<file path="config.mk">
export PLATFORM = sky130hd
export DESIGN_NAME = acq_uart_framer
export DESIGN_NICKNAME = d
export VERILOG_FILES = /design/src/rtl/acq_uart_framer.sv
export SDC_FILE = /design/constraint.sdc
export NUM_CORES = 1
export LEC_CHECK = 0
export BUFFER_PORTS_ARGS = -buffer_cell sky130_fd_sc_hd__buf_2
export CORE_AREA = 2 2 84 86
export CTS_CLUSTER_DIAMETER = 30
export CTS_CLUSTER_SIZE = 30
export DETAILED_ROUTE_END_ITERATION = 7
export DIE_AREA = 0 0 86 88
export PLACE_DENSITY_LB_ADDON = 0.12
export SLEW_MARGIN = 20
export SYNTH_ARGS = -nofsm -noshare
export SYNTH_HDL_FRONTEND = slang
export SYNTH_SLANG_ARGS = --single-unit
</file>
<file path="constraint.sdc">
create_clock -name clk -period 2.8 [get_ports clk]
set_input_delay 0.56 -clock clk [delete_from_list [all_inputs] [get_ports clk]]
set_output_delay 0.56 -clock clk [all_outputs]
set_load 0.02 [all_outputs]
</file>
<file path="src/rtl/acq_uart_framer.sv">
// acq_uart_framer
// Downstream consumer of the acquisition BRAM stage. Each frame reads one
// 48-bit BRAM word (four 12-bit samples regrouped into three 16-bit words):
// strobe rd_clk for RD_PULSE cycles, wait RD_LAT cycles for the read data to
// settle, latch {data_in_1, data_in_2, data_in_3}, then stream the packet
// SYNC_BYTE, d1[15:8], d1[7:0], d2[15:8], d2[7:0], d3[15:8], d3[7:0] to the
// UART transmitter over a valid/ready byte handshake.
//
// Build option: define ACQ_FRAMER_CHECKSUM_EN to append one checksum byte
// (XOR of the header and all six payload bytes), giving 8-byte frames.
// Without it the frame is 7 bytes and no checksum logic exists.
//
// rd_clk, tx_valid and tx_data are driven straight from flops that load from
// the next-state logic. That keeps rd_clk glitch-free (it acts as a clock
// edge upstream) while giving the same cycle timing as a state decode.
module acq_uart_framer #(
    parameter logic [7:0] SYNC_BYTE = 8'hA5,
    parameter int         RD_PULSE  = 2,
    parameter int         RD_LAT    = 3,
    parameter int         FRAME_W   = 8
) (
    input  logic               clk,
    input  logic               reset,
    input  logic               enable,
    input  logic               bram_empty,
    output logic               rd_clk,
    input  logic [15:0]        data_in_1,
    input  logic [15:0]        data_in_2,
    input  logic [15:0]        data_in_3,
    output logic [7:0]         tx_data,
    output logic               tx_valid,
    input  logic               tx_ready,
    output logic               busy,
    output logic [FRAME_W-1:0] frame_cnt
);

    // FSM encoding
    localparam logic [2:0] ST_IDLE  = 3'd0;
    localparam logic [2:0] ST_REQ   = 3'd1;
    localparam logic [2:0] ST_WAIT  = 3'd2;
    localparam logic [2:0] ST_LATCH = 3'd3;
    localparam logic [2:0] ST_HDR   = 3'd4;
    localparam logic [2:0] ST_DATA  = 3'd5;
`ifdef ACQ_FRAMER_CHECKSUM_EN
    localparam logic [2:0] ST_CSUM  = 3'd6;
`endif
    localparam logic [2:0] ST_DONE  = 3'd7;

    // Terminal counts for the strobe-high and read-latency phases. When
    // RD_LAT is 0 the WAIT state is skipped, so LAT_LAST is never used then.
    localparam logic [3:0] PULSE_LAST = 4'(RD_PULSE - 1);
    localparam logic [3:0] LAT_LAST   = 4'(RD_LAT - 1);

    // Index of the last payload byte (six bytes, 0..5)
    localparam logic [2:0] IDX_LAST = 3'd5;

    logic [2:0]         state_reg,     state_next;
    logic [3:0]         cnt_reg,       cnt_next;
    logic [2:0]         idx_reg,       idx_next;
    logic [47:0]        payload_reg,   payload_next;
    logic [FRAME_W-1:0] frame_cnt_reg, frame_cnt_next;

    logic               rd_clk_reg,    rd_clk_next;
    logic               tx_valid_reg,  tx_valid_next;
    logic [7:0]         tx_data_reg,   tx_data_next;

    // Payload split into bytes in transmit order (MSB of data_in_1 first)
    logic [7:0] payload_bytes [6];

    for (genvar gi = 0; gi < 6; gi++) begin : g_payload_bytes
        assign payload_bytes[gi] = payload_reg[47 - 8*gi -: 8];
    end

`ifdef ACQ_FRAMER_CHECKSUM_EN
    // Running XOR: header first, then each payload byte in order
    logic [7:0] csum_chain [7];
    logic [7:0] csum_byte;

    assign csum_chain[0] = SYNC_BYTE;
    for (genvar gi = 0; gi < 6; gi++) begin : g_csum_chain
        assign csum_chain[gi + 1] = csum_chain[gi] ^ payload_bytes[gi];
    end
    assign csum_byte = csum_chain[6];
`endif

    // Next-state logic: frame sequencing, phase counters, payload capture
    always_comb begin
        state_next     = state_reg;
        cnt_next       = cnt_reg;
        idx_next       = idx_reg;
        payload_next   = payload_reg;
        frame_cnt_next = frame_cnt_reg;

        case (state_reg)
            ST_IDLE: begin
                // enable only gates starting a frame; once REQ is entered
                // the frame always completes so no strobed word is lost.
                if (enable && !bram_empty) begin
                    state_next = ST_REQ;
                    cnt_next   = '0;
                end
            end

            ST_REQ: begin
                if (cnt_reg == PULSE_LAST) begin
                    cnt_next   = '0;
                    state_next = (RD_LAT == 0) ? ST_LATCH : ST_WAIT;
                end else begin
                    cnt_next = cnt_reg + 4'd1;
                end
            end

            ST_WAIT: begin
                if (cnt_reg == LAT_LAST) begin
                    cnt_next   = '0;
                    state_next = ST_LATCH;
                end else begin
                    cnt_next = cnt_reg + 4'd1;
                end
            end

            ST_LATCH: begin
                payload_next = {data_in_1, data_in_2, data_in_3};
                state_next   = ST_HDR;
            end

            ST_HDR: begin
                // tx_valid is high throughout this state, so tx_ready alone
                // marks the transfer edge.
                if (tx_ready) begin
                    state_next = ST_DATA;
                    idx_next   = '0;
                end
            end

            ST_DATA: begin
                if (tx_ready) begin
                    if (idx_reg == IDX_LAST) begin
                        idx_next = '0;
`ifdef ACQ_FRAMER_CHECKSUM_EN
                        state_next = ST_CSUM;
`else
                        state_next = ST_DONE;
`endif
                    end else begin
                        idx_next = idx_reg + 3'd1;
                    end
                end
            end

`ifdef ACQ_FRAMER_CHECKSUM_EN
            ST_CSUM: begin
                if (tx_ready) begin
                    state_next = ST_DONE;
                end
            end
`endif

            ST_DONE: begin
                // Wraps silently at 2^FRAME_W
                frame_cnt_next = frame_cnt_reg + 1'b1;
                state_next     = ST_IDLE;
            end

            default: begin
                state_next = ST_IDLE;
            end
        endcase
    end

    // Output pre-decode from the upcoming state so the output flops line up
    // with the state they describe.
    always_comb begin
        rd_clk_next   = (state_next == ST_REQ);
        tx_valid_next = 1'b0;
        tx_data_next  = '0;

        case (state_next)
            ST_HDR: begin
                tx_valid_next = 1'b1;
                tx_data_next  = SYNC_BYTE;
            end

            ST_DATA: begin
                // payload_reg is stable here: it only loads in LATCH,
                // which is always followed by HDR, never DATA.
                tx_valid_next = 1'b1;
                case (idx_next)
                    3'd0:    tx_data_next = payload_bytes[0];
                    3'd1:    tx_data_next = payload_bytes[1];
                    3'd2:    tx_data_next = payload_bytes[2];
                    3'd3:    tx_data_next = payload_bytes[3];
                    3'd4:    tx_data_next = payload_bytes[4];
                    default: tx_data_next = payload_bytes[5];
                endcase
            end

`ifdef ACQ_FRAMER_CHECKSUM_EN
            ST_CSUM: begin
                tx_valid_next = 1'b1;
                tx_data_next  = csum_byte;
            end
`endif

            default: begin
                tx_valid_next = 1'b0;
                tx_data_next  = '0;
            end
        endcase
    end

    // State and output registers; reset aborts any frame in progress at once
    always_ff @(posedge clk or posedge reset) begin
        if (reset) begin
            state_reg     <= ST_IDLE;
            cnt_reg       <= '0;
            idx_reg       <= '0;
            payload_reg   <= '0;
            frame_cnt_reg <= '0;
            rd_clk_reg    <= 1'b0;
            tx_valid_reg  <= 1'b0;
            tx_data_reg   <= '0;
        end else begin
            state_reg     <= state_next;
            cnt_reg       <= cnt_next;
            idx_reg       <= idx_next;
            payload_reg   <= payload_next;
            frame_cnt_reg <= frame_cnt_next;
            rd_clk_reg    <= rd_clk_next;
            tx_valid_reg  <= tx_valid_next;
            tx_data_reg   <= tx_data_next;
        end
    end

    assign rd_clk    = rd_clk_reg;
    assign tx_valid  = tx_valid_reg;
    assign tx_data   = tx_data_reg;
    assign busy      = (state_reg != ST_IDLE);
    assign frame_cnt = frame_cnt_reg;

endmodule
</file>
==> impl_metrics.tcl <==
set metrics [dict create \
    status "completed" \
    grt_pass1_vias 2541 \
    fin_crit_ns 2.41 \
    ys_types 52 \
    clk_latency_ns 0.35 \
    rsz0062_at_grt "false" \
    worstPathMaxFanout 19 \
    setup_tns_ns 0 \
    wl_per_cell_um 16.1 \
    clk_root_buffer_cell "clkbuf_8" \
    synth_nets 351 \
    vias 2512 \
    slew_headroom_pct 42.8 \
    final_common_cell "dfrtp_1" \
    wl_mm 7.24 \
    layout_setup_ws_ns 0.392 \
    postCtsHoldBufs 0 \
    fin_worst_skew_ns 0.00881 \
    hpwlAfterDp_mm 5.18 \
    areaGrowthSynthToFinish_pct 17.7 \
    antenna_found_initial 0 \
    grt_use_total_pct 21.0 \
    ant_nets 0 \
    start_util_pct 53.3 \
    synthArstFlopShare_pct 100 \
    setup_violations 0 \
    largest_reg_flops 48 \
    required_ns 3.03 \
    critPathCaptureType "flop" \
    routabilityCongestion 0.937 \
    fin_crit_sh_pct 86.0 \
    hold_viol 0 \
    synth-seq-cells 76 \
    p_leak_nw 1.96 \
    ys.flop_type "dfrtp_1" \
    first_pass_iters 4 \
    cts_made_buffers 9 \
    cts_max_level 3 \
    place_ws_ns 0.362 \
    top_level_ports 72 \
    p_per_area_nw_per_um2 1140 \
    core_um2 6640 \
    insertedDiodeCount 0 \
    fin_nets 420 \
    grt_max_degree 77 \
    port_buffers 71 \
    die_h_um 88 \
    cap_viol_max_count 0 \
    drive_gt1_share_pct 40.4 \
    rr_worst_depth 7 \
    syn_inst 297 \
    ys.warnings.count 0 \
    ys_seq_area_share_pct 53.7 \
    clockBufferDepth 2 \
    crit_type "reg2reg" \
    synth_edf_count 0 \
    fmax_ghz 0.415 \
    layout_common_cells "dfrtp_1, buf_2, mux2_2" \
    grt_pass1_wl_mm 12.3 \
    slew_viol_final 0 \
    worstPathArrival_ns 2.64 \
    avgSynthCellArea_um2 11.9 \
    postCtsSetupRepairBufs 0 \
    synth_area_um2 3540 \
    min_path_type "in2async" \
    drc_errors 0 \
    post_drt_via_cell_ratio 5.57 \
    path_clk_slew_ns 0.08 \
    cts_tree "built" \
    cts_resized 0 \
    rows 30 \
    drt-initial-drc-count 155 \
    overflow 0 \
    clock-sinks 76 \
    startpoint_type "flop" \
    dieArea_um2 7570 \
    fin_util_pct 62.7 \
    die_w_um 86 \
    max_slew.worst_pin.slew_ns 0.858 \
    vdd_ir_drop_max_v 0.000510 \
]
## path summary, 6_finish.rpt
check                      slack, ns                end           from
max                             0.39         tx_data[6]   state_reg[1]
min                             0.27         cnt_reg[3]          reset
max reg2reg                     0.39         tx_data[6]   state_reg[1]
min reg2reg                     0.47       frame_cnt[7]   frame_cnt[7]
max in group asynchronous       2.19         idx_reg[2]          reset
min in group clk                0.44  payload_bytes[42]  data_in_1[10]
## stage by stage
stage / instance area [um2] / instances / hold WS [ns] / power (mW)
after global placement: 3940 / 435 / 0.455 / 3.78
after global routing: 4170 / 451 / 0.330 / 5.07
final: 4170 / 451 / 0.271 / 4.74
after CTS: 4170 / 451 / 0.299 / 4.76
after detailed placement: 3940 / 435 / 0.457 / 3.82
after floorplan: 3540 / 297 / 0.471 / 3.37
## report_power, final
| part | internal (mW) | leakage [nW] | switching (mW) |
|---|---|---|---|
| Combinational | 0.862 | 0.932 | 0.939 |
| Sequential | 1.59 | 0.925 | 0.420 |
| Clock | 0.530 | 0.106 | 0.402 |
## layer usage
layer	GRT usage, %	routed length (um)	share of wire [%]	vias to the layer above
met3	5.66	322	4.4	13
met5	0	0	0	-
li1	-	-	-	1207
met1	28.2	3310	46	1220
met2	33.4	3470	48	72
met4	7.07	139	1.9	0
## worst max-delay path, stage by stage, from the launching register on
cell and delay [ns]:
dfrtp_1 0.52, nand3b_4 0.32, mux2i_4 0.54, inv_2 0.26, nand2_1 0.12, a21oi_1 0.08, a2111oi_2 0.37, nor2_1 0.09
## cell usage after synthesis, types with 4 or more instances
cell type	count	area share, %
o31ai_1	4	0.85
nand2_1	26	2.8
nor2_1	17	1.8
buf_2	5	0.71
dfrtp_1	76	54
clkbuf_1	5	0.53
nor2b_1	4	0.71
nand3_1	8	1.1
mux2_2	50	16
nand2b_1	5	0.88
inv_1	4	0.42
and3_1	5	0.88
a21oi_1	15	2.1
xnor2_1	5	1.2
xor2_1	5	1.2
nor3_1	7	0.99
## logic make-up (layout without fill, tap and decap cells)
group,count (synthesis),in the layout,share of synthesized area (%)
simple gates,82,82,12.0
flops,76,76,53.7
mux,53,53,17.3
compound gates,52,52,11.0
buf+inv,23,97,3.25
xor+xnor,10,10,2.47
fa+ha+maj,1,1,0.353
## area by class of cell
cell class	count	area [um2]
Multi-Input combinational cell	198	1530
Sequential cell	76	1900
Tap cell	80	100
Clock buffer	11	141
Timing Repair Buffer	74	390
Clock inverter	5	83.8
Fill cell	558	2470
Inverter	7	26.3
Power figures use the tool's default switching activity.
